$ cat src/rtl/x2050_hreg_sched.sv
// rtl/x2050_hreg_sched.sv - H register load-slot scheduler: microcode owns advance cycles, requesters share idle ones
module x2050_hreg_sched #(
  parameter int MAX_WAIT = 4,
  parameter int WCW      = 4
) (
  input  logic       i_clk,
  input  logic       i_reset,
  input  logic       i_ros_advance,
  input  logic [4:0] i_tr,
  input  logic [4:0] i_al,
  input  logic [2:0] i_req,
  output logic [2:0] o_ack,
  output logic       o_h_adv,
  output logic [4:0] o_h_tr,
  output logic [4:0] o_h_al,
  output logic       o_ros_hold,
  output logic       o_busy
);

  // Load-control codes injected on behalf of each requester; zero is a no-op code.
  localparam logic [4:0] AL_IAR_SAVE = 5'd6;
  localparam logic [4:0] TR_T_LOAD   = 5'd20;
  localparam logic [4:0] AL_T0_NIB   = 5'd24;

  localparam logic [WCW-1:0] WAIT_MAX = WCW'(MAX_WAIT);

  typedef enum logic [1:0] {
    IDLE  = 2'd0,
    WRITE = 2'd1,
    DONE  = 2'd2
  } state_t;

  state_t         state;
  logic [1:0]     rr;        // index of the most recently served requester
  logic [2:0]     grant;     // one-hot requester owning the pending write
  logic [WCW-1:0] wait_cnt;  // slots lost to microcode while in WRITE
  logic [2:0]     pick;
  logic [1:0]     grant_idx;
  logic [WCW-1:0] wait_inc;

  // Round-robin search starting one past the last served index.
  always_comb begin
    pick = 3'b000;
    case (rr)
      2'd0: begin
        if      (i_req[1]) pick = 3'b010;
        else if (i_req[2]) pick = 3'b100;
        else if (i_req[0]) pick = 3'b001;
      end
      2'd1: begin
        if      (i_req[2]) pick = 3'b100;
        else if (i_req[0]) pick = 3'b001;
        else if (i_req[1]) pick = 3'b010;
      end
      default: begin
        if      (i_req[0]) pick = 3'b001;
        else if (i_req[1]) pick = 3'b010;
        else if (i_req[2]) pick = 3'b100;
      end
    endcase
  end

  // Encode the held grant back to an index for the round-robin pointer.
  always_comb begin
    grant_idx = 2'd2;
    if      (grant[0]) grant_idx = 2'd0;
    else if (grant[1]) grant_idx = 2'd1;
  end

  // Saturating next value of the lost-slot counter.
  always_comb begin
    wait_inc = wait_cnt;
    if (wait_cnt < WAIT_MAX) wait_inc = wait_cnt + 1'b1;
  end

  // Scheduler FSM with registered ack and hold outputs.
  always_ff @(posedge i_clk or posedge i_reset) begin
    if (i_reset) begin
      state      <= IDLE;
      rr         <= 2'd2;
      grant      <= 3'b000;
      wait_cnt   <= '0;
      o_ack      <= 3'b000;
      o_ros_hold <= 1'b0;
    end else begin
      case (state)
        IDLE: begin
          o_ack <= 3'b000;
          if (|i_req) begin
            grant    <= pick;
            wait_cnt <= '0;
            state    <= WRITE;
          end
        end
        WRITE: begin
          if (!i_ros_advance) begin
            // Injected write happens in this cycle; report it next cycle.
            o_ack <= grant;
            state <= DONE;
          end else begin
            wait_cnt <= wait_inc;
            if (wait_inc == WAIT_MAX) o_ros_hold <= 1'b1;
          end
        end
        DONE: begin
          o_ack      <= 3'b000;
          rr         <= grant_idx;
          o_ros_hold <= 1'b0;
          wait_cnt   <= '0;
          state      <= IDLE;
        end
        default: begin
          o_ack      <= 3'b000;
          o_ros_hold <= 1'b0;
          state      <= IDLE;
        end
      endcase
    end
  end

  // H register control mux: microcode first, then the injected write, else quiet.
  always_comb begin
    o_h_adv = 1'b0;
    o_h_tr  = 5'd0;
    o_h_al  = 5'd0;
    if (i_ros_advance) begin
      o_h_adv = 1'b1;
      o_h_tr  = i_tr;
      o_h_al  = i_al;
    end else if (state == WRITE) begin
      o_h_adv = 1'b1;
      if (grant[0])      o_h_al = AL_IAR_SAVE;
      else if (grant[1]) o_h_tr = TR_T_LOAD;
      else if (grant[2]) o_h_al = AL_T0_NIB;
    end
  end

  assign o_busy = (state != IDLE);

endmodule
$ cat config.mk
export PLATFORM = sky130hd
export DESIGN_NAME = x2050_hreg_sched
export DESIGN_NICKNAME = d
export VERILOG_FILES = /design/src/rtl/x2050_hreg_sched.sv
export SDC_FILE = /design/constraint.sdc
export NUM_CORES = 1
export LEC_CHECK = 0
export ABC_AREA = 1
export CAP_MARGIN = 20
export CORE_AREA = 2 2 47 49
export CTS_CLUSTER_SIZE = 16
export DETAILED_ROUTE_END_ITERATION = 10
export DIE_AREA = 0 0 49 51
export GPL_TIMING_DRIVEN = 0
export PLACE_DENSITY = 0.78
export SLEW_MARGIN = 20
export SYNTH_ARGS = -nofsm -noshare
export SYNTH_HDL_FRONTEND = slang
export SYNTH_SLANG_ARGS = --single-unit
$ cat constraint.sdc
create_clock -name i_clk -period 1.65 [get_ports i_clk]
set_input_delay 0.4125 -clock i_clk [delete_from_list [all_inputs] [get_ports i_clk]]
set_output_delay 0.4125 -clock i_clk [all_outputs]
set_load 0.03 [all_outputs]
==> run_results.csv, run 1 <==
group,metric,value,unit
outcome,status,"finished, violations left",
outcome,violations,"setup timing",
sta,finalMaxSlewViolations,0,
setup_path,cp_data_required_time,1.24,ns
setup_path,path_class,"reg -> out",
sta,max_freq,564,MHz
placed_design,placed_area,0.00120,mm²
yosys,netlist.area_leader.share,41.1,%
finish,layout_commonest_cell,"nand2_1",
sta,min_period,1.77,ns
setup_path,cp.arrival,1.36,ns
pwr,leakagePower,0.723,nW
drt,vias,919,
yosys,syn_area,852,µm²
drt,wirelength,2390,µm
sta,slew_headroom,63.7,%
global_route,overflow,0,
setup_path,crit_chain,"inv_2, nand2_4, nor2_4, nand3_2, nand2_2, buf_6",
drt,drt_iter0_markers,32,
clock_tree,cts_inserted_buffers,3,
drt,wl_per_cell,12.3,µm
clock_tree,cts_hold_buf,0,
yosys,yosysUniqueCellTypes,20,
floorplanning,coreArea,0.00206,mm²
clock_tree,clock_sinks,15,
placed_design,hpwl,1680,µm
yosys,synth_ff_type,"dfrtp_1",
yosys,synth_edf_count,0,
floorplanning,die-area,0.00250,mm²
yosys,synth_area_leaders,"dfrtp_1 41%, nand2_1 21%, inv_1 8.8%",
setup_path,worstSetupStartpointType,"flip-flop",
setup_path,end_kind,"primary output",
drt,vias_per_cell,4.71,
floorplanning,die-width,49,µm
sta,worst_slew_pin_slew,0.544,ns
yosys,synth_async_sr_flop_share,100,%
finish,syn_to_final_growth,53.5,%
sta,clock-skew-final,0.00462,ns
pwr,vdd_drop_max,1.07,mV
finish,antenna-diode-count,0,
global_route,grt_usage,19.2,%
yosys,ys_ff_latch,15,
yosys,syn_inst,123,
pwr,power.total,1.84,mW
placed_design,gp_congestion,0.844,
finish,final_area,0.00131,mm²
global_route,grt_pass1_wl,3590,µm
sta,hold_viol,0,
clock_tree,cts.htree.levels,1,
global_route,grt_max_degree,16,
finish,drive_above_1_share,25.7,%
sta,fin_ws,-0.123,ns
setup_path,worstPathMaxFanout,5,
finish,fin_nets,185,
yosys,synth_seq_area_share,44.2,%
floorplanning,boundaryPins,32,
yosys,yosys_warnings,0,
clock_tree,cts_buffer_depth,2,
min_path,min_path_type,"in -> async",
sta,setup_viol,7,
clock_tree,cts_tree,"built",
clock_tree,clock-root-buffer,"clkbuf_4",
clock_tree,insertion_delay,0.29,ns
yosys,avgSynthCellArea,6.93,µm²
flow_run,timing.max_cap.violations,0,
setup_path,cp_slowest_cell,"dfrtp_1",
sta,rsz0062_at_grt,"yes",
yosys,syn_nets,140,
placed_design,port_buffers,31,
floorplanning,initial_core_util,41.3,%
global_route,first_global_vias,813,
yosys,synth_top_area_cell,"dfrtp_1",
global_route,antenna_found_initial,0,
drt,dr.pass1.iters,4,
sta,min_period_over_period,107,%
drt,drc,0,
finish,layout_common_cells,"40 x nand2_1, 20 x inv_1, 14 x dfrtp_1, 14 x clkdlybuf4s50_1",
floorplanning,std_cell_rows,17,
drt,drtAntennaViolNets,0,
floorplanning,die_h,51,µm
setup_path,cp_slowest_stage_delay,0.40,ns
pwr,powerDensity,1410,mW/mm²
clock_tree,path_clk_slew,0.09,ns
sta,hold-worst-slack,0.456,ns
finish,fillers,188,
[power by group]
part / switching [mW] / total (mW) / leakage [nW] / internal (mW)
Clock: 0.117 / 0.211 / 0.0150 / 0.0941
Sequential: 0.112 / 0.608 / 0.195 / 0.496
Combinational: 0.608 / 1.02 / 0.514 / 0.415
Total: 0.837 / 1.84 / 0.723 / 1.00
[timing repair]
action                     in CTS  in global routing
hold endpoints to repair        0                  0
setup endpoints to repair      16                  8
pin swaps                       3                  5
setup buffers                   5                  4
cloned                          0                  0
resized for setup              87                  6
[critical path, delay by kind of cell, from the launching register on]
family	cells	cell delay [ns]
flip-flops	1	0.40
buffers and inverters	2	0.20
AND/OR/NAND/NOR	4	0.47
[final cells by class]
type / instances / area [µm²] / area share, %
Timing Repair Buffer: 40 / 354 / 27.1
Multi-Input combinational cell: 85 / 425 / 32.5
Tap cell: 28 / 35.0 / 2.68
Sequential cell: 15 / 377 / 28.8
Clock buffer: 4 / 26.3 / 2.01
Inverter: 22 / 82.6 / 6.32
Buffer: 1 / 7.51 / 0.574
[metrics by stage]
step	setup TNS (ns)	utilization, %	std cells	setup WS, ns
6_report	-0.636	63.4	195	-0.123
4_1_cts	-0.452	61.9	191	-0.0967
3_5_place_dp	-8.60	58.0	182	-0.824
3_3_place_gp	-8.29	58.0	182	-0.780
5_1_grt	-1.06	63.4	195	-0.186
2_1_floorplan	0	-	123	0.226
[flip-flops by register name, summed over array words and instances, names as in the netlist]
signal / count
grant: 3
o_ack: 3
o_ros_hold: 1
rr: 2
state: 2
wait_cnt: 4
[synth_stat cells, types with 2 or more instances]
| master | n |
|---|---|
| a21oi_1 | 3 |
| nand2_1 | 47 |
| o21ai_0 | 3 |
| inv_2 | 2 |
| nor2_4 | 2 |
| inv_1 | 20 |
| dfrtp_1 | 14 |
| nand3_1 | 10 |
| nor2_1 | 11 |
[worst paths after layout]
path                       slack, ns                 start                       to  cells after the start
setup / recovery               -0.12  state[1]$_DFFE_PP0P_                o_h_tr[2]                      6
hold / removal                  0.46               i_reset        rr[0]$_DFFE_PP0N_                      2
setup reg to reg                0.36  state[1]$_DFFE_PP0P_  wait_cnt[0]$_DFFE_PP0P_                      8
hold reg to reg                 0.50  o_ack[1]$_DFFE_PP0P_     o_ack[1]$_DFFE_PP0P_                      2
max in group asynchronous       0.83               i_reset        rr[1]$_DFFE_PP1N_                      2
min in group i_clk              0.47         i_ros_advance     state[1]$_DFFE_PP0P_                      2
[logic make-up (layout without fill, tap and decap cells)]
kind of cell,Yosys count,count (layout),synth area share [%]
flip-flops,15,15,44.2
adder cells (fa/ha/maj),1,1,1.47
buffers and inverters,23,67,10.3
AO/OA/AOI/OAI,11,11,7.78
AND/OR/NAND/NOR,73,73,36.3
[layer usage]
layer  wire (µm)  global-route usage (%)  vias up
met3         100                    5.26        5
li1            -                       -      461
met1         977                    21.9      424
met4          29                    7.14        0
met2        1280                    34.2       29
met5           0                       0        -
Note: power is estimated with default switching activity, not from simulation.
==> run 2, diff against run 1 <==
--- a/config.mk
+++ b/config.mk
@@ -11,9 +11,10 @@
 export CTS_CLUSTER_SIZE = 16
 export DETAILED_ROUTE_END_ITERATION = 10
 export DIE_AREA = 0 0 49 51
+export GPL_ROUTABILITY_DRIVEN = 0
 export GPL_TIMING_DRIVEN = 0
 export PLACE_DENSITY = 0.78
-export SLEW_MARGIN = 20
+export SLEW_MARGIN = 10
 export SYNTH_ARGS = -nofsm -noshare
 export SYNTH_HDL_FRONTEND = slang
 export SYNTH_SLANG_ARGS = --single-unit
==> results of run 2 <==
Final layout, timing and power as in run 1 (identical DEF).
